===== src/rtl/bird_pkg.sv =====
// Shared bird/screen definitions: game state encoding and default screen
// geometry used by the motion engine, pipe generator and renderer.
package bird_pkg;

    typedef enum logic [1:0] {
        IDLE = 2'd0,
        FLY  = 2'd1,
        FALL = 2'd2,
        DEAD = 2'd3
    } bird_state_t;

    localparam int BIRD_X_POS  = 500;
    localparam int BIRD_Y_INIT = 380;
    localparam int BIRD_Y_MIN  = 0;
    localparam int BIRD_Y_MAX  = 700;

endpackage


===== src/rtl/bird_motion_rise_pulse.sv =====
// Rising-edge detector. The history register resets to 1 so that a level
// already high when reset releases is not mistaken for a fresh edge.
module rise_pulse (
    input  logic clk,
    input  logic rstn,
    input  logic sig_i,
    output logic ev_o
);

    logic sig_q;

    // Remember the previous level of the input.
    always_ff @(posedge clk) begin
        if (!rstn) begin
            sig_q <= 1'b1;
        end else begin
            sig_q <= sig_i;
        end
    end

    assign ev_o = sig_i & ~sig_q;

endmodule


===== src/rtl/bird_motion.sv =====
// Bird vertical-motion engine: flap impulse, gravity with terminal velocity,
// ceiling/floor clamping and the IDLE/FLY/FALL/DEAD game state.
module bird_motion
    import bird_pkg::*;
#(
    parameter int W          = 12,
    parameter int VW         = 8,
    parameter int X_POS      = BIRD_X_POS,
    parameter int Y_INIT     = BIRD_Y_INIT,
    parameter int Y_MIN      = BIRD_Y_MIN,
    parameter int Y_MAX      = BIRD_Y_MAX,
    parameter int GRAVITY    = 1,
    parameter int FLAP_SPEED = 8,
    parameter int VEL_MAX    = 12
) (
    input  logic                 clk,
    input  logic                 rstn,
    input  logic                 tick,
    input  logic                 flap,
    input  logic                 crash,
    input  logic                 restart,
    output logic [W-1:0]         bird_x,
    output logic [W-1:0]         bird_y,
    output logic signed [VW-1:0] bird_vel,
    output logic [1:0]           state,
    output logic                 floor_hit,
    output logic                 ceil_hit
);

    // Position step is evaluated two bits wider than the coordinate so that
    // overshoot past either bound is visible before clamping.
    localparam int YW = W + 2;

    localparam logic [W-1:0]          Y_INIT_V = W'(Y_INIT);
    localparam logic [W-1:0]          Y_MIN_V  = W'(Y_MIN);
    localparam logic [W-1:0]          Y_MAX_V  = W'(Y_MAX);
    localparam logic signed [YW-1:0]  Y_MIN_S  = YW'(Y_MIN);
    localparam logic signed [YW-1:0]  Y_MAX_S  = YW'(Y_MAX);
    localparam logic signed [VW-1:0]  VEL_UP   = VW'(-FLAP_SPEED);
    localparam logic signed [VW-1:0]  VEL_TOP  = VW'(VEL_MAX);
    localparam logic signed [VW:0]    VEL_TOPX = (VW+1)'(VEL_MAX);
    localparam logic signed [VW:0]    GRAV_X   = (VW+1)'(GRAVITY);

    if (FLAP_SPEED >= 2 ** (VW - 1) || VEL_MAX >= 2 ** (VW - 1)) begin : g_bad_vel
        $error("bird_motion: FLAP_SPEED and VEL_MAX must fit in VW-1 bits");
    end
    if (!(Y_MIN < Y_INIT && Y_INIT < Y_MAX)) begin : g_bad_y
        $error("bird_motion: require Y_MIN < Y_INIT < Y_MAX");
    end
    if (Y_MAX >= 2 ** W || YW <= VW) begin : g_bad_w
        $error("bird_motion: W too narrow for the screen or velocity");
    end

    logic tick_ev;
    logic flap_ev;

    rise_pulse u_tick_edge (
        .clk   (clk),
        .rstn  (rstn),
        .sig_i (tick),
        .ev_o  (tick_ev)
    );

    rise_pulse u_flap_edge (
        .clk   (clk),
        .rstn  (rstn),
        .sig_i (flap),
        .ev_o  (flap_ev)
    );

    bird_state_t           state_q, state_d;
    logic [W-1:0]          y_q, y_d;
    logic signed [VW-1:0]  vel_q, vel_d;
    logic                  floor_q, floor_d;
    logic                  ceil_q, ceil_d;

    logic signed [YW-1:0]  y_step;
    logic signed [VW:0]    vel_inc;
    logic signed [VW-1:0]  vel_step;
    logic                  do_step;

    // Candidate position/velocity for one physics step, using the old velocity.
    always_comb begin
        y_step   = $signed({2'b00, y_q}) + $signed({{(YW - VW){vel_q[VW-1]}}, vel_q});
        vel_inc  = $signed({vel_q[VW-1], vel_q}) + GRAV_X;
        vel_step = (vel_inc > VEL_TOPX) ? VEL_TOP : vel_inc[VW-1:0];
    end

    // Next-state logic: restart > crash > flap > tick, then bound clamping.
    always_comb begin
        state_d = state_q;
        y_d     = y_q;
        vel_d   = vel_q;
        floor_d = 1'b0;
        ceil_d  = 1'b0;
        do_step = 1'b0;

        if (restart) begin
            state_d = IDLE;
            y_d     = Y_INIT_V;
            vel_d   = '0;
        end else begin
            unique case (state_q)
                IDLE: begin
                    y_d   = Y_INIT_V;
                    vel_d = '0;
                    if (flap_ev) begin
                        state_d = FLY;
                        vel_d   = VEL_UP;
                    end
                end
                FLY: begin
                    if (crash) begin
                        state_d = FALL;
                    end else if (flap_ev) begin
                        vel_d = VEL_UP;
                    end else if (tick_ev) begin
                        do_step = 1'b1;
                    end
                end
                FALL: begin
                    if (tick_ev) begin
                        do_step = 1'b1;
                    end
                end
                DEAD: begin
                end
                default: begin
                    state_d = IDLE;
                end
            endcase
        end

        if (do_step) begin
            if (y_step <= Y_MIN_S) begin
                y_d    = Y_MIN_V;
                vel_d  = '0;
                ceil_d = 1'b1;
            end else if (y_step >= Y_MAX_S) begin
                y_d     = Y_MAX_V;
                vel_d   = '0;
                floor_d = 1'b1;
                state_d = DEAD;
            end else begin
                y_d   = y_step[W-1:0];
                vel_d = vel_step;
            end
        end
    end

    // State, position, velocity and contact pulse registers.
    always_ff @(posedge clk) begin
        if (!rstn) begin
            state_q <= IDLE;
            y_q     <= Y_INIT_V;
            vel_q   <= '0;
            floor_q <= 1'b0;
            ceil_q  <= 1'b0;
        end else begin
            state_q <= state_d;
            y_q     <= y_d;
            vel_q   <= vel_d;
            floor_q <= floor_d;
            ceil_q  <= ceil_d;
        end
    end

    assign bird_x    = W'(X_POS);
    assign bird_y    = y_q;
    assign bird_vel  = vel_q;
    assign state     = state_q;
    assign floor_hit = floor_q;
    assign ceil_hit  = ceil_q;

endmodule


===== config.mk =====
export PLATFORM = sky130hd
export DESIGN_NAME = bird_motion
export DESIGN_NICKNAME = d
export VERILOG_FILES = /design/src/rtl/bird_pkg.sv /design/src/rtl/bird_motion_rise_pulse.sv /design/src/rtl/bird_motion.sv
export SDC_FILE = /design/constraint.sdc
export NUM_CORES = 1
export LEC_CHECK = 0
export CAP_MARGIN = 20
export CORE_AREA = 2 2 75 77
export DETAILED_ROUTE_END_ITERATION = 12
export DIE_AREA = 0 0 77 79
export GPL_ROUTABILITY_DRIVEN = 0
export PLACE_DENSITY = 0.72
export SLEW_MARGIN = 15
export SYNTH_ARGS = -nofsm -noshare
export SYNTH_HDL_FRONTEND = slang
export SYNTH_SLANG_ARGS = --single-unit

===== constraint.sdc =====
create_clock -name clk -period 3.25 [get_ports clk]
set_input_delay 0.4875 -clock clk [delete_from_list [all_inputs] [get_ports clk]]
set_output_delay 0.4875 -clock clk [all_outputs]
set_load 0.02 [all_outputs]

Yosys cells after proc, flatten, opt, wreduce, memory -nomap -nowiden

Index checks and enable logic that the tools add are counted.

Logic and storage cells: 56
Memories kept: 0
Bits of input ports: 6
Bits in writable memories: 0
Flip-flop bits (word level): 26
Latch bits: 0
ROM bits: 0

Equal/unequal tests: 4
Reductions and logical operators: 6
Add/sub/neg operators: 2
Shift operators: 0
Bitwise operators: 6
Multipliers: 0
Muxes and demuxes: 28
$lt $le $gt $ge: 3
Div/mod/pow operators: 0

Operators by type and width:

| operator             | count |
|---|---|
| $mux 8               | 8 |
| $mux 12              | 5 |
| $pmux 8 s2           | 1 |
| $add 13x8->14        | 1 |
| $ge 14x11->1 const B | 1 |
| $le 14x1->1 const B  | 1 |
| $mux 2               | 6 |
| $add 8x2->9 const B  | 1 |
| $gt 9x5->1 const B   | 1 |
| $ne 4x4->1 const B   | 2 |
| $mux 1               | 6 |
| $not 1->1            | 4 |
| $pmux 2 s2           | 1 |
| $reduce_bool 4->1    | 1 |
| $reduce_and 3->1     | 1 |
| $reduce_bool 3->1    | 1 |
| $reduce_or 3->1      | 1 |
| $and 1x1->1          | 2 |
| $eq 2x1->1 const B   | 1 |
| $eq 2x2->1 const B   | 1 |
| $logic_not 2->1      | 1 |
| $pmux 1 s2           | 1 |
| $reduce_and 2->1     | 1 |

Longest topological paths before layout

Gate-level depths: netlist (run 1).

Depth after elaboration: 9
Gate-level depth with buffers: 11
Depth with buffers taken out: 10

Hierarchy

A second synthesis (run 1) with hierarchy kept.

Cell total of the unflattened synthesis: 271
Area, all modules: 2,173.3 um^2

Modules (own cells, without submodules):

| module      | area an instance (um^2) | times used | seq. area each (um^2) | cells an instance |
|---|---|---|---|---|
| bird_motion | 2,093.3                 | 1          | 480.5                 | 265 |
| rise_pulse  | 40.0                    | 2          | 20.0                  | 3 |

Worst setup path after synthesis (run 1)

Ideal clock, no wire load.

Path type: register to register
Start: register vel_q[7], in the netlist bird_vel[7]
End: register y_q[3], in the netlist bird_y[3]
Buffers on the path: 0
Slack: 209 ps
Period minus slack after synthesis: 3,041 ps
Data required time: 3,131 ps
Stages on the path, launching flop included: 8
Data arrival time: 2,922 ps
Cells stage by stage: dfxtp_1 ha_1 a2111oi_0 a211oi_1 or4_4 a221oi_2 nand3_1 o221a_2

Cells in the longest elaborated chain, start to end: 5

Ends and longest elaborated chain:

| item                   | RTL line           | text |
|---|---|---|
| start, declared        | bird_motion.sv:73  | `logic signed [VW-1:0] vel_q, vel_d;` |
| start signal, assigned | bird_motion.sv:162 | `vel_q <= vel_d;` |
| $add 13x8->14 (*)      | bird_motion.sv:84  | `y_step = $signed({2'b00, y_q}) + $signed({{(YW - VW){vel_q[VW-1]}}, vel_q});` |
| $ge 14x11->1           | bird_motion.sv:139 | `end else if (y_step >= Y_MAX_S) begin` |
| $mux 12                | bird_motion.sv:139 |  |
| $mux 12 (*)            | bird_motion.sv:135 | `if (y_step <= Y_MIN_S) begin` |
| $mux 12 (*)            | bird_motion.sv:134 | `if (do_step) begin` |
| end signal, assigned   | bird_motion.sv:161 | `y_q <= y_d;` |
| end, declared          | bird_motion.sv:72  | `logic [W-1:0] y_q, y_d;` |

Mark *: on every way between the ends. The rest lies on a longest branch, timed or not.
A chain may end at the register's enable or synchronous reset.

Worst setup path in the final report (run 1)

Start: register vel_q[7], in the netlist bird_vel[7]
End: register y_q[4], in the netlist bird_y[4]

Same word-level chain as after synthesis.

==> summary.md, run 1 <==
| Metric | Value |
|---|---|
| Nets | `~360` |
| Min Tclk post-route | `3.06 ns` |
| Crit path top cell by count | `buf_4` |
| P&R area growth vs syn | `22.2%` |
| Worst slew pin tran | `between 0.7 and 0.8 ns` |
| Crit-path cells | `buf_4 -> ha_1 -> buf_4 -> o211ai_1 -> a21boi_0 -> o32a_1 -> or4_4 -> a221oi_4 -> nand3_1 -> o221a_2` |
| Drt drc | `0` |
| Status | `finished, final reports clean` |
| Global-route wire length before repair | `~9.6 mm` |
| Total number of vias | `about 2300` |
| Vias per Instance | `around 5.7` |
| Post-Route M1 WL | `roughly 2.7 mm` |
| CTS tree | `done` |
| WL met3 | `232 µm` |
| Max FO, Critical Path | `8` |
| Clk slew on worst S/H paths | `about 0.090 ns` |
| Ys flop type | `dfxtp_1` |
| Max incr delay on CP | `approximately 0.53 ns` |
| Hold-fix buffers at CTS | `0` |
| Tot GR Track Use | `0.187` |
| Initial antenna violation count | `0` |
| Fin crit share | `0.940` |
| Crit end category | `register` |
| Final Hold Vio Count | `0` |
| Mean area per synthesized cell | `7.77 µm²` |
| Root Driver | `clkbuf_8` |
| Pin count of the biggest net entering global routing | `17` |
| CP Launch Type | `register` |
| Final Skew | `around 0.0035 ns` |
| Max VDD drop | `roughly 0.14 mV` |
| Worst rel slew slack | `0.522` |
| Internal reg-to-reg setup slack | `~0.19 ns` |
| Synth top area cells | `dfxtp_1 (23%), ha_1 (9.9%), a21oi_1 (4.2%), o21ai_0 (3.9%), buf_4 (3.9%)` |
| Fin area | `approximately 2800 µm²` |
| Post-synth EDFFs | `0` |
| Vias in the first global route | `2076` |
| Die X | `a little under 80 µm` |
| Distinct cells, synth | `61` |
| DRT Wirelength | `5.80 mm` |
| Placed inst area | `~2700 µm²` |
| Grt total ovfl | `0` |
| Synth Instances | `roughly 290` |
| Worst path slowest cell | `or4_4` |
| Site Rows | `27` |
| Final setup fails | `0` |
| Share of the yosys chip area belonging to registers | `0.228` |
| Clock Latency Late Sink | `approximately 0.26 ns` |
| Pre-antenna DRT Iters | `4` |
| CTS-repair resized insts | `0` |
| Ports | `42` |
| Leakage power | `approximately 1.0 nW` |
| Setup TNS | `0 ns` |
| Initial Util | `0.428` |
| Worst Path Required | `3.41 ns` |
| Max clock buf depth | `2` |
| Worst Hold Class | `register to register` |
| Max_cap viols | `0` |
| Slew Limit Fails | `0` |
| Max frequency | `0.327 GHz` |
| Cts bufs inserted | `3` |
| Top Layer Used | `met4` |
| WL met2 | `between 2 and 3 mm` |
| Ys async rst share | `0` |
| Cell taking the most area after synthesis | `dfxtp_1` |
| Routed WL per cell | `between 10 and 15 µm` |
| Ys Warns | `0` |
| Post-DRT Antenna Nets | `0` |
| Die H | `79 µm` |
| Share of the synthesized area in the top cell type | `0.228` |
| Die area | `roughly 6000 µm²` |
| Clock sink total | `26` |
| Number of setup buffers added after CTS | `0` |
| Layout fillers | `approximately 540` |
| Pwr dens | `205 nW/µm²` |
| RSZ-0062 raised after global routing | `no` |
| Seq cells post-synth | `26` |
| Leading cell type in the layout, fill and taps excluded | `clkdlybuf4s50_1` |
| Crit path arrival time | `around 3.2 ns` |
| H-Tree Depth | `1` |
| DR iter-0 viols | `160` |
| Core area | `5340 µm²` |
| Crit path kind | `register to register` |
| DP HPWL | `~4.6 mm` |
| Commonest non-fill, non-tap cells in the layout | `clkdlybuf4s50_1 (29), dfxtp_1 (26), nor2_1 (21), nand2_1 (20)` |
| Antenna diodes | `0` |
| Buffers on Ports | `29` |
| Ratio of cells with drive above 1 in the final layout | `0.110` |
| Synth Cell Area | `about 2300 µm²` |
[flip-flops by register name (all words and copies together), names as in the netlist]
| signal | cells |
|---|---|
| bird_y | 12 |
| u_tick_edge.sig_q | 1 |
| ceil_hit | 1 |
| u_flap_edge.sig_q | 1 |
| state | 2 |
| bird_vel | 8 |
| floor_hit | 1 |
[synth_stat cells (all sizes together) (2+ instances only)]
cell type  instances
o22ai              7
o21ai             18
nor2              21
o211a              2
o2111ai            3
a21oi             20
nand3b             2
xor2               4
xnor2              3
a21o               3
conb               2
nand4              8
or4                2
and2               3
a211oi             4
a21boi             5
buf               15
nand3             11
nor4               2
nor3               8
a221oi             2
o221a              2
a31oi              5
inv               16
o32a               2
nor2b              9
and3               4
a22oi              2
mux2i              2
o21a               3
o211ai            10
nand2b             6
dfxtp             26
o2bb2ai            2
ha                18
clkbuf             5
nand2             20
nor3b              3
[layer usage]
| metal | track usage | up-vias |
|---|---|---|
| met5 | 0 | - |
| met4 | 0.0464 | 0 |
| met3 | 0.0170 | 6 |
| met2 | 0.318 | 60 |
| met1 | 0.258 | 1105 |
| li1 | - | 1165 |
[final timing paths]
check	startpoint	end	cells past startpoint
worst min-delay path	bird_y[11]	bird_y[11]	2
worst max-delay path	bird_vel[7]	bird_y[4]	10
worst min register to register	bird_y[11]	bird_y[11]	2
worst max register to register	bird_vel[7]	bird_y[4]	10
[critical path: cells and delay by family, from the launching register on]
kind | cells | cell delay (ns)
compound gates | 5 | 1.15
fa+ha+maj | 1 | 0.25
buf+inv | 2 | 0.35
flops | 1 | 0.45
simple gates | 2 | 0.76
[power breakdown]
part | internal (W) | switching, W
Sequential | 0.000321 | 0.00000143
Combinational | 0.0000256 | 0.0000462
Clock | 0.0000829 | 0.0000968
Total | 0.000429 | 0.000145
[cells by family (layout without fill, tap and decap cells)]
| group | count (synthesis) | in the layout | synth area share |
|---|---|---|---|
| and+or+nand+nor | 102 | 102 | 0.235 |
| AOI/OAI and AO/OA | 100 | 100 | 0.308 |
| buffers and inverters | 36 | 67 | 0.0827 |
| DFF | 26 | 26 | 0.228 |
| adders and majority gates | 19 | 19 | 0.107 |
| xor gates and xnor gates | 7 | 7 | 0.0268 |
| other | 2 | 12 | 0.00329 |
| muxes | 2 | 2 | 0.00876 |
[per-stage QoR]
step	total power (W)	setup slack, ns	instances	util	hold slack [ns]
6_report	0.000574	0.194	407	0.523	0.490
4_1_cts	0.000573	0.0319	407	0.517	0.499
3_3_place_gp	0.000399	0.133	404	0.509	0.475
2_1_floorplan	0.000391	0.209	304	-	0.550
3_5_place_dp	0.000399	0.0528	404	0.509	0.485
5_1_grt	0.000596	0.00778	407	0.523	0.525
[layout make-up]
class / instances / area (µm²) / share of cell area
multi-input combinational: 242 / 1650 / 0.590
sequential: 26 / 520 / 0.186
timing repair buffer: 48 / 433 / 0.155
tap: 72 / 90.1 / 0.0323
inverter: 16 / 60.1 / 0.0215
clock buffer: 3 / 41.3 / 0.0148
(Power assumes the default switching activity.)
==> run 2, diff against run 1 <==
- PLACE_DENSITY: 0.72 -> 0.75
- clock period: 3.25 -> 2.6 ns (I/O delays scaled with it)
==> run 2 against run 1 <==
Compared with the run above: the run now ends with setup timing left; largest power group unchanged; core utilization rose by 15 points; sequential power rose by 23%; critical endpoint is now bird_vel[2]; register-to-register slack got worse by 0.30 ns; wire length rose by 32%; worst setup slack got worse by 0.30 ns; highest routed layer unchanged; die area did not move; final area rose by 29%.
==> summary.md, run 2 (same netlist as run 1, synthesis figures left out) <==
| Metric | Value |
|---|---|
| Status | `finished with violations` |
| Failing checks | `setup timing` |
| Crit-path cells | `ha_2 -> a21oi_1 -> o22ai_2 -> o32a_1 -> or4_4 -> a221oi_4 -> buf_6 -> buf_6 -> o2111ai_1 -> a21oi_1` |
| RSZ-0062 raised after global routing | `yes` |
| Worst Hold Class | `register to register` |
| DR iter-0 viols | `263 (+64%)` |
| Grt total ovfl | `0 (unchanged)` |
| Final WS setup | `-0.110 ns (-0.304 ns)` |
| Max frequency | `0.369 GHz (+13%)` |
| Ratio of cells with drive above 1 in the final layout | `0.373 (+0.262)` |
| Clock Latency Late Sink | `0.27 ns (about the same)` |
| Total number of vias | `2691 (+15%)` |
| Fin crit share | `1.04 (+0.102)` |
| Site Rows | `27 (unchanged)` |
| Routed WL per cell | `16.7 µm (+17%)` |
| Ports | `42 (unchanged)` |
| Crit path arrival time | `2.90 ns (-0.32 ns)` |
| Nets | `415 (+15%)` |
| Leakage power | `1.34 nW (+31%)` |
| Max clock buf depth | `2 (unchanged)` |
| Placed inst area | `3270 µm² (+20%)` |
| Vias in the first global route | `2564 (+24%)` |
| Crit path kind | `register to register` |
| H-Tree Depth | `1 (unchanged)` |
| Final Skew | `0.00417 ns (+0.000717 ns)` |
| Core area | `5340 µm² (unchanged)` |
| Place WS | `-0.159 ns (-0.212 ns)` |
| Max FO, Critical Path | `6 (-2)` |
| Root Driver | `clkbuf_8` |
| Vias per Instance | `5.84 (+1.7%)` |
| Clk slew on worst S/H paths | `0.09 ns (about the same)` |
| Worst rel slew slack | `0.623 (+0.100)` |
| Pwr Total | `0.000769 W (+34%)` |
| Initial Util | `0.428 (unchanged)` |
| Max VDD drop | `0.205 mV (+44%)` |
| Drt drc | `0 (unchanged)` |
| Commonest non-fill, non-tap cells in the layout | `buf_4 (67), clkdlybuf4s50_1 (29), nor2_1 (21), nand2_1 (20)` |
| CP Launch Type | `register` |
| Layout fillers | `423 (-21%)` |
| DP HPWL | `5.38 mm (+17%)` |
| Slew Limit Fails | `0 (unchanged)` |
| Max reg flops | `12 (unchanged)` |
| Hold_ws | `0.537 ns (+0.0471 ns)` |
| Worst slew pin tran | `0.564 ns (-0.151 ns)` |
| Pin count of the biggest net entering global routing | `15 (-2)` |
| Buffers on Ports | `29 (unchanged)` |
| CTS tree | `done` |
| Global-route wire length before repair | `11.8 mm (+23%)` |
| Antenna diodes | `0 (unchanged)` |
| Hold-fix buffers at CTS | `0 (unchanged)` |
| Max incr delay on CP | `0.44 ns (-0.09 ns)` |
| Leading cell type in the layout, fill and taps excluded | `buf_4` |
| P&R area growth vs syn | `58.2%` |
| Cts bufs inserted | `3 (unchanged)` |
| Clock sink total | `26 (unchanged)` |
| Tot GR Track Use | `0.233 (+0.0460)` |
| Pre-antenna DRT Iters | `5 (+1)` |
| Post-DRT Antenna Nets | `0 (unchanged)` |
| DRT Wirelength | `7.69 mm (+32%)` |
| Die X | `77 µm (unchanged)` |
| Min Tclk post-route | `2.71 ns (-0.346 ns)` |
| Worst path slowest cell | `or4_4` |
| Die H | `79 µm (unchanged)` |
| Pwr dens | `213 nW/µm² (+3.5%)` |
| Crit end category | `register` |
| Die area | `6080 µm² (unchanged)` |
| Final setup fails | `21 (+21)` |
| Initial antenna violation count | `0 (unchanged)` |
| Fin area | `3610 µm² (+29%)` |
| Final Hold Vio Count | `0 (unchanged)` |
| Max_cap viols | `0 (unchanged)` |
| Worst Path Required | `2.79 ns (-0.62 ns)` |
==> run 2: cell types whose count changed in the layout (fill, tap and decap cells not counted), moves of 7 or more <==
cell / delta
dfxtp_2: +11
ha_1: -10
dfxtp_4: +7
buf_4: +48
dfxtp_1: -18
ha_4: +9
==> run 2: cell type report <==
cell class	count	area [µm²]	area share
clock buffers	4	55.1	0.0152
flip-flops and latches	26	561	0.155
well taps	72	90.1	0.0249
repair buffers	101	850	0.235
multi-input cells	242	2000	0.553
inverters	16	60.1	0.0166
==> run 2: critical path: cells and delay by family, from the launching register on <==
kind | cells | cell delay [ns]
simple gates | 1 | 0.44
compound gates | 6 | 1.24
buf+inv | 2 | 0.30
fa+ha+maj | 1 | 0.29
flops | 1 | 0.37
==> run 2: timing repair <==
| item | in CTS | in global routing |
|---|---|---|
| buffers inserted | 2 | 4 |
| setup endpoints to repair | 21 | 22 |
| pin swaps | 22 | 10 |
| resized for setup | 21 | 21 |
| endpoints found under the hold margin | 0 | 0 |
==> run 2: final timing paths <==
path                 endpoint  cells after the start  slack [ns]   startpoint
setup / recovery  bird_vel[2]                     10       -0.11  bird_vel[6]
hold / removal     bird_y[10]                      1        0.54   bird_y[10]
hold reg to reg    bird_y[10]                      1        0.54   bird_y[10]
setup reg to reg  bird_vel[2]                     10       -0.11  bird_vel[6]
==> run 2: layer usage <==
metal,GRT usage,vias up,share of wire
li1,-,1271,-
met1,0.297,1305,0.43
met2,0.432,97,0.52
met3,0.0136,18,0.040
met4,0.0571,0,0.017
met5,0,-,0
==> run 2: metrics by stage <==
step,utilization,cells,TNS [ns]
5_1_grt,0.677,461,-3.52
2_1_floorplan,-,304,0
4_1_cts,0.649,457,-0.508
3_3_place_gp,0.613,451,-0.468
6_report,0.677,461,-1.06
3_5_place_dp,0.613,451,-1.27
==> run 2: power breakdown <==
| group | internal [W] | leakage [nW] | switching (W) |
|---|---|---|---|
| sequential | 0.000394 | 0.216 | 0.00000197 |
| clock | 0.000135 | 0.0288 | 0.000123 |
| combinational | 0.0000460 | 1.09 | 0.0000682 |
==> run 3, diff against run 2 <==
- DONT_BUFFER_PORTS: unset -> 1
- PLACE_DENSITY: 0.75 -> 0.64
==> run 3 against run 2 <==
Compared with the run above: the flow still finishes with violations (setup timing); power fell by 0.65%; hold slack worse by 0.35 ns; sequential power about the same; sequential share of layout area rose by 1.3 points; core utilization fell by 5.4 points; wire length fell by 7.1%; via count decreased by 9.0%; critical path depth unchanged; clock skew rose by 0.00071 ns; register-to-register slack gained 0.02 ns; largest power group unchanged; highest routed layer unchanged.
==> summary.md, run 3 (same netlist as run 1, synthesis figures left out) <==
| Metric | Value |
|---|---|
| Status | `finished with violations` |
| Failing checks | `setup timing` |
| Reg2reg end | `bird_vel[3]` |
| Final Hold Vio Count | `0 (unchanged)` |
| Final Instance Count excl. Fillers | `434 (-5.9%)` |
| Max_cap viols | `0 (unchanged)` |
| Worst Path Required | `2.80 ns (about the same)` |
| H-Tree Depth | `1 (unchanged)` |
| Cts bufs inserted | `3 (unchanged)` |
| Die area | `6080 µm² (unchanged)` |
| CP Launch Type | `register` |
| Max clock buf depth | `2 (unchanged)` |
| R2r worst-path depth | `10 (unchanged)` |
| Worst Hold Class | `input pin to register` |
| Crit path arrival time | `2.89 ns (about the same)` |
| Ports | `42 (unchanged)` |
| Clock Latency Late Sink | `0.28 ns (about the same)` |
| Ratio of cells with drive above 1 in the final layout | `0.406 (+0.0333)` |
| Hold-fix buffers at CTS | `0 (unchanged)` |
| Final Skew | `0.00487 ns (+0.000706 ns)` |
| Drt drc | `0 (unchanged)` |
| Stages on the worst setup path | `10 (unchanged)` |
| Nets | `388 (-6.5%)` |
| Max frequency | `0.372 GHz (+0.79%)` |
| Crit end category | `register` |
| Routed WL per cell | `16.5 µm (-1.3%)` |
| Core area | `5340 µm² (unchanged)` |
| Initial antenna violation count | `0 (unchanged)` |
| Place WS | `-0.153 ns (+0.00617 ns)` |
| Internal reg-to-reg setup slack | `-0.09 ns (+0.02 ns)` |
| Antenna diodes | `0 (unchanged)` |
| Vias in the first global route | `2303 (-10%)` |
| Layout fillers | `461 (+9.0%)` |
| DP HPWL | `5.41 mm (+0.60%)` |
| Global-route wire length before repair | `11.2 mm (-5.3%)` |
| Slew Limit Fails | `0 (unchanged)` |
| Crit path kind | `register to register` |
| Tot GR Track Use | `0.225 (-0.00792)` |
| Crit-path leading delay family | `compound AO/OA/AOI/OAI gates` |
| Max incr delay on CP | `0.44 ns (about the same)` |
| Pre-antenna DRT Iters | `4 (-1)` |
| Max reg flops | `12 (unchanged)` |
| Worst r2r src | `bird_vel[6]` |
| Crit path top cell by count | `buf_6` |
| Hold_ws | `0.186 ns (-0.351 ns)` |
| Pwr Total | `0.000764 W (-0.65%)` |
| Fin crit share | `1.03 (-0.00814)` |
| Crit-path cells | `ha_2 -> a21oi_1 -> o22ai_2 -> o32a_1 -> or4_4 -> a221oi_4 -> buf_6 -> buf_6 -> a31oi_4 -> nor3_2` |
| RSZ-0062 raised after global routing | `yes` |
| Worst Setup EP | `bird_vel[3]` |
| Die X | `77 µm (unchanged)` |
| Dpl cells | `424 (-6.0%)` |
| Vias per Instance | `5.64 (-3.3%)` |
| DRT Wirelength | `7.14 mm (-7.1%)` |
| Grt total ovfl | `0 (unchanged)` |
| Buffers on Ports | `0 (-100%)` |
| Pwr dens | `230 nW/µm² (+7.9%)` |
| P&R area growth vs syn | `45.6%` |
| Final WS setup | `-0.0888 ns (+0.0212 ns)` |
| Final setup fails | `16 (-24%)` |
| CTS tree | `done` |
| Leading cell type in the layout, fill and taps excluded | `buf_4` |
| Clock sink total | `26 (unchanged)` |
| Critical Path Start | `bird_vel[6]` |
| Total number of vias | `2449 (-9.0%)` |
| Leakage power | `1.24 nW (-7.1%)` |
| DR iter-0 viols | `125 (-52%)` |
| Pin count of the biggest net entering global routing | `17 (+2)` |
| Clk slew on worst S/H paths | `0.09 ns (about the same)` |
| Initial Util | `0.428 (unchanged)` |
| Commonest non-fill, non-tap cells in the layout | `buf_4 (67), nor2_1 (20), nand2_1 (19), o21ai_0 (17), inv_1 (15)` |
| Post-DRT Antenna Nets | `0 (unchanged)` |
| Max FO, Critical Path | `5 (-1)` |
| Min Tclk post-route | `2.69 ns (-0.0212 ns)` |
| Hold path start | `rstn` |
| Max VDD drop | `0.208 mV (+1.6%)` |
| Die H | `79 µm (unchanged)` |
| Root Driver | `clkbuf_8` |
| Worst slew pin tran | `0.641 ns (+0.0777 ns)` |
| Worst rel slew slack | `0.572 (-0.0511)` |
| Site Rows | `27 (unchanged)` |
| Worst path buffer plus inverter count | `2 (unchanged)` |
| Worst path slowest cell | `or4_4` |
==> run 3: cell types whose count changed in the layout (fill, tap and decap cells not counted), moves of 2 or more <==
cell             change
clkdlybuf4s50_1     -29
buf_6                +2
ha_4                 -2
nand3_1              -2
==> run 3: layout make-up <==
cell class	count	area [µm²]	share of cell area
inverters	16	60.1	0.0181
multi-input cells	242	1980	0.595
well taps	72	90.1	0.0271
flip-flops and latches	26	561	0.168
clock buffers	4	55.1	0.0165
repair buffers	74	582	0.175
==> run 3: routing by layer <==
| metal | wire length [µm] | global-route usage | up-vias | share of wire |
|---|---|---|---|---|
| li1 | - | - | 1216 | - |
| met1 | 3350 | 0.298 | 1170 | 0.47 |
| met2 | 3490 | 0.385 | 51 | 0.49 |
| met3 | 163 | 0.0182 | 12 | 0.023 |
| met4 | 145 | 0.0839 | 0 | 0.020 |
| met5 | 0 | 0 | - | 0 |
==> run 3: what timing repair did <==
item	in CTS	in global routing
hold endpoints to repair	0	0
pin swaps	6	24
setup endpoints to repair	20	22
setup buffers	3	2
gates cloned	1	0
gates resized for setup	10	35
==> run 3: power breakdown <==
group / total, W / switching, W / leakage [nW] / internal (W)
Combinational: 0.0000992 / 0.0000621 / 0.999 / 0.0000371
Sequential: 0.000396 / 0.00000188 / 0.216 / 0.000394
Clock: 0.000269 / 0.000133 / 0.0288 / 0.000136
Total: 0.000764 / 0.000197 / 1.24 / 0.000567
==> run 3: worst min-delay path by stage <==
stage                        endpoint  depth (start not counted)
floorplan           u_flap_edge.sig_q                          1
global placement    u_flap_edge.sig_q                          1
detailed placement  u_flap_edge.sig_q                          1
CTS                 u_flap_edge.sig_q                          1
global route        u_flap_edge.sig_q                          1
finish              u_flap_edge.sig_q                          1
==> run 3: per-stage QoR <==
step           instance area [µm²]  setup TNS (ns)  utilization
2_1_floorplan                 2550               0            -
3_3_place_gp                  3000          -0.107        0.562
3_5_place_dp                  3000           -1.38        0.562
4_1_cts                       3130          -0.178        0.586
5_1_grt                       3330           -2.87        0.623
6_report                      3330          -0.650        0.623
==> RTL edit 1: new RTL, config.mk and constraints of run 1 <==
`VW`: 8 -> 7.
--- a/src/rtl/bird_motion.sv
+++ b/src/rtl/bird_motion.sv
@@ -6,3 +6,3 @@
     parameter int W          = 12,
-    parameter int VW         = 8,
+    parameter int VW         = 7,
     parameter int X_POS      = BIRD_X_POS,
Ports: changed (resized bird_vel); port bits go from 42 to 41. No check against the original RTL was run, so the function may have changed too.
==> RTL edit 1 against run 1 <==
Routed wire length rose by 5.8%. Sequential power shrank 3%. Power fell by 0.48%. Via count decreased by 1.3%. Combinational power up 4.5%. Sequential share of layout area fell by 1.2 points. Sequential cell count decreased by 1. First-iteration DRC count decreased by 31%. Worst setup slack gained 0.012 ns. Area after synthesis up 8.5%. Design area is 2.6% higher. Clock power is 3% higher. Count of clock-buffer cells in the layout is 1 higher. Largest cell class unchanged. Die area unchanged.
==> RTL edit 1: results (changes against run 1) <==
- Critical Path Source: bird_y[0]$_SDFFE_PN0P_
- Portion of netlist area occupied by mux cells: 0.0141 (+0.00537)
- Number of design-rule violations left by the first detailed-router iteration: 110 (-31%)
- Global-route usage over all layers: 0.205 (+0.0173)
- Worst clock skew: 0.00889 ns (+0.00543 ns)
- Leading cell types by total area after synthesis: sky130_fd_sc_hd__dfxtp_1 (20%), sky130_fd_sc_hd__ha_1 (9.1%), sky130_fd_sc_hd__nand2_1 (3.9%)
- Worst ir drop on vdd: 0.000136 V (-4.3%)
- Post-DR vias/cell: 5.78 (+0.70%)
- Sequential area share after synthesis: 0.202 (-0.0259)
- Antenna Diode Count: 0 (unchanged)
- Critical path endpoint: bird_y[9]$_SDFFE_PN0P_
- Global-route wire length before repair: 10300 um (+6.9%)
- Clock network contribution to total cell area: 0.0157 (+0.000936)
- Synth Area in Adders: 0.0989 (-0.00840)
- Cell with the largest stage delay on the worst path: sky130_fd_sc_hd__fa_1
- Pre-Repair DR Iteration Count: 4 (unchanged)
- Clock buffers: 4 (+1)
- Total Nets Final: 353 (-2.5%)
- Source of the worst hold timing path: bird_y[9]$_SDFFE_PN0P_
- Fillcell total: 520 (-3.3%)
- Average wire length per cell after detail routing: 15.4 um (+7.9%)
- Most used standard cells in the synthesized netlist: sky130_fd_sc_hd__nand2_1 (26), sky130_fd_sc_hd__dfxtp_1 (25), sky130_fd_sc_hd__nor2_1 (22)
- Multi-input logic area: 1840 um^2 (+12%)
- Top fanout value on the critical path: 7 (-1)
- Count of multi-input gates: 250 (+3.3%)
- Stage delay of the slowest cell on the critical path: 0.46 ns (-0.07 ns)
- Largest net degree at the start of global routing: 16 (-1)
- Hold Crit Endpoint: bird_y[9]$_SDFFE_PN0P_
- CTS H-Tree Depth: 1 (unchanged)
- Distinct cell type count of the synthesized netlist: 80 (+31%)
- Transition time of the tightest slew-check pin: 0.610 ns (-0.105 ns)
- Buffers added on ports: 28 (-3.4%)
- Non-clock buffers, area share: 0.119 (-0.0362)
- Inverters excl. clock: 12 (-4)
- Share of the synthesized netlist area taken by xor and xnor gates: 0.0247 (-0.00210)
- Layout cells sized above 1: 0.128 (+0.0180)
- Share of the synthesized area in compound gates (AO/OA/AOI/OAI): 0.285 (-0.0231)
- Status: completed
- Max-cap viol count: 0 (unchanged)
- Vias in the first global route: 2095 (+0.92%)
- Worst-case reg-to-reg path depth: 11 (+1)
- Num sequential: 25 (-3.8%)
- Repair and plain buffers: 36 (-25%)
- Clock tree root buffer cell: sky130_fd_sc_hd__clkbuf_8
- DP HPWL: 4900 um (+6.9%)
- Kind of start point of the critical path: flop
- Critical path arrival: 3.19 ns (-0.03 ns)
- Sequential fraction of total cell area: 0.175 (-0.0117)
- Total leakage power: 1.08 nW (+5.8%)
-- RTL edit 1: cell count changes after synthesis, sizes merged, moves of 3 or more --
cell,before,now
a31oi,5,2
o221ai,0,3
o211ai,10,4
nand4,8,5
inv,16,12
nand2b,6,10
and4b,0,3
nand2,20,26
o21a,3,6
nor3,8,5
a21boi,5,2
o31ai,1,8
-- RTL edit 1: metal layers --
metal / vias up / track usage / wire length, um / part of all wire
met2: 62 / 0.352 / 2970 / 0.48
met4: 0 / 0.0750 / 158 / 0.026
met1: 1081 / 0.273 / 2770 / 0.45
li1: 1149 / - / - / -
met5: - / 0 / 0 / 0
met3: 14 / 0.0114 / 246 / 0.040
-- RTL edit 1: worst max-delay path: cells and delay by family, from the launching register on --
kind	cells	cell delay, ns
buffers and inverters	1	0.07
adders and majority gates	2	0.73
and+or+nand+nor	4	0.80
AOI/OAI and AO/OA	4	0.93
DFF	1	0.39
-- RTL edit 1: where the power goes --
part | switching, mW | total [mW] | internal [mW]
Sequential | 0.00289 | 0.311 | 0.308
Combinational | 0.0470 | 0.0751 | 0.0280
Clock | 0.0970 | 0.185 | 0.0877
Total | 0.147 | 0.571 | 0.424
-- RTL edit 1: through the flow --
| step | total power, mW | hold WS (ns) | instances | setup WS [ns] | instance area [um^2] |
|---|---|---|---|---|---|
| finish | 0.571 | 0.507 | 399 | 0.206 | 2870 |
| global route | 0.597 | 0.520 | 399 | 0.00830 | 2870 |
| CTS | 0.577 | 0.504 | 399 | 0.155 | 2860 |
| detailed placement | 0.393 | 0.486 | 395 | 0.182 | 2820 |
| global placement | 0.392 | 0.475 | 395 | 0.313 | 2820 |
| floorplan | 0.383 | 0.537 | 308 | 0.308 | 2520 |
==> RTL edit 2: new RTL, config.mk and constraints of run 1 <==
Made on the original files. Register the inputs `tick`, `flap`, `crash` and `restart` before use, without a reset. The logic sees them one clock later.
--- a/src/rtl/bird_motion.sv
+++ b/src/rtl/bird_motion.sv
@@ -43,2 +43,14 @@
 
+    logic tick_q;
+    logic flap_q;
+    logic crash_q;
+    logic restart_q;
+
+    always_ff @(posedge clk) begin
+        tick_q    <= tick;
+        flap_q    <= flap;
+        crash_q   <= crash;
+        restart_q <= restart;
+    end
+
     if (FLAP_SPEED >= 2 ** (VW - 1) || VEL_MAX >= 2 ** (VW - 1)) begin : g_bad_vel
@@ -59,3 +71,3 @@
         .rstn  (rstn),
-        .sig_i (tick),
+        .sig_i (tick_q),
         .ev_o  (tick_ev)
@@ -66,3 +78,3 @@
         .rstn  (rstn),
-        .sig_i (flap),
+        .sig_i (flap_q),
         .ev_o  (flap_ev)
@@ -97,3 +109,3 @@
 
-        if (restart) begin
+        if (restart_q) begin
             state_d = IDLE;
@@ -112,3 +124,3 @@
                 FLY: begin
-                    if (crash) begin
+                    if (crash_q) begin
                         state_d = FALL;
Formal check against the unedited RTL: not equivalent (a bounded check fails within 4 cycles, from zero or initial values and one cycle with rstn low).
==> RTL edit 2 against run 1 <==
Sequential cell count up 4. Routed wire length down 3.9%. Area after synthesis about the same. Critical path depth up 2. Design area up 1.9%. Power up 37%. Worst setup slack worse by 0.033 ns. Maximum frequency down 1.1%. Critical endpoint is now bird_vel[3]$_SDFFE_PN0P_. Highest routed layer unchanged.
==> RTL edit 2: results (changes against run 1) <==
- Status: completed
- Number of clock sinks: 30 (+15%)
- Source of the worst hold timing path: tick_q$_DFF_P_
- Portion of netlist area occupied by mux cells: 0.00932 (+0.000553)
- Met1 routing resource usage after global routing: 0.235 (-0.0228)
- Total Nets Final: 345 (-4.7%)
- Worst clock skew: 0.00767 ns (+0.00422 ns)
- Clock network contribution to total cell area: 0.0321 (+0.0173)
- Setup WS pre-CTS: -0.0146 ns (-0.0674 ns)
- CTS H-Tree Depth: 2 (+1)
- Met1 WL: 2460 um (-9.5%)
- Share of the synthesized area in compound gates (AO/OA/AOI/OAI): 0.279 (-0.0289)
- Average wire length per cell after detail routing: 14.2 um (-0.47%)
- Sequential area share after synthesis: 0.263 (+0.0352)
- Met2 Resource Use GR: 0.319 (+0.00175)
- Clock latency on the worst-skew pair: 0.28 ns (+0.02 ns)
- Layout Cells excl Fill: 393 (-3.4%)
- Sequential fraction of total cell area: 0.212 (+0.0256)
- Hold path depth: 1 (-1)
- DR vias: 2175 (-6.9%)
- Worst-case reg-to-reg path depth: 12 (+2)
- Reg clk slew, reported paths: 0.06 ns (-0.03 ns)
- Leading cell types by total area after synthesis: sky130_fd_sc_hd__dfxtp_1 (26%), sky130_fd_sc_hd__ha_1 (9.9%), sky130_fd_sc_hd__nor2_1 (4.4%)
- Layout cells sized above 1: 0.143 (+0.0329)
- Synth Area in Adders: 0.107 (about the same)
- Worst hold-check slack: 0.439 ns (-0.0509 ns)
- Worst ir drop on vdd: 0.000309 V (+120%)
- Distinct cell type count of the synthesized netlist: 66 (+8.2%)
- Inverters excl. clock: 17 (+1)
- Number of gates resized after CTS: 1 (+1)
- Routed wire length on met2: 2720 um (-2.7%)
- Non-clock buffers, area share: 0.144 (-0.0108)
- DP Cell Count: 383 (-5.2%)
- Most used standard cells in the synthesized netlist: sky130_fd_sc_hd__dfxtp_1 (30), sky130_fd_sc_hd__nor2_1 (27), sky130_fd_sc_hd__nand2_1 (19)
- Fillcell total: 513 (-4.6%)
- Critical Path Source: bird_y[0]$_SDFFE_PN0P_
- Worst R2R Setup Slack: 0.16 ns (-0.03 ns)
- Number of buffers inserted during clock tree synthesis: 5 (+2)
- DP HPWL: 4320 um (-5.6%)
- Vias in the first global route: 2031 (-2.2%)
- Post-DP Area: 2680 um^2 (-1.2%)
- GRT met3 Usage: 0.0307 (+0.0136)
- Transition time of the tightest slew-check pin: 0.523 ns (-0.191 ns)
- Hold Crit Endpoint: u_tick_edge.sig_q$_SDFF_PN1_
- Count of multi-input gates: 221 (-8.7%)
## RTL edit 2: worst max-delay path by stage
| stage | endpoint | slack, ns | depth (start not counted) |
|---|---|---|---|
| 2_1_floorplan | bird_y[2]$_SDFFE_PN1P_ | 0.07 | 12 |
| 3_3_place_gp | bird_vel[3]$_SDFFE_PN0P_ | 0.10 | 11 |
| 3_5_place_dp | bird_y[3]$_SDFFE_PN1P_ | -0.01 | 11 |
| 4_1_cts | bird_y[3]$_SDFFE_PN1P_ | 0.08 | 11 |
| 5_1_grt | bird_vel[1]$_SDFFE_PN0P_ | 0.0004 | 12 |
| 6_report | bird_vel[3]$_SDFFE_PN0P_ | 0.16 | 12 |
## RTL edit 2: where the power goes
group | internal, mW | switching, mW
combinational | 0.0437 | 0.0634
sequential | 0.373 | 0.00478
clock | 0.170 | 0.130
total | 0.587 | 0.199
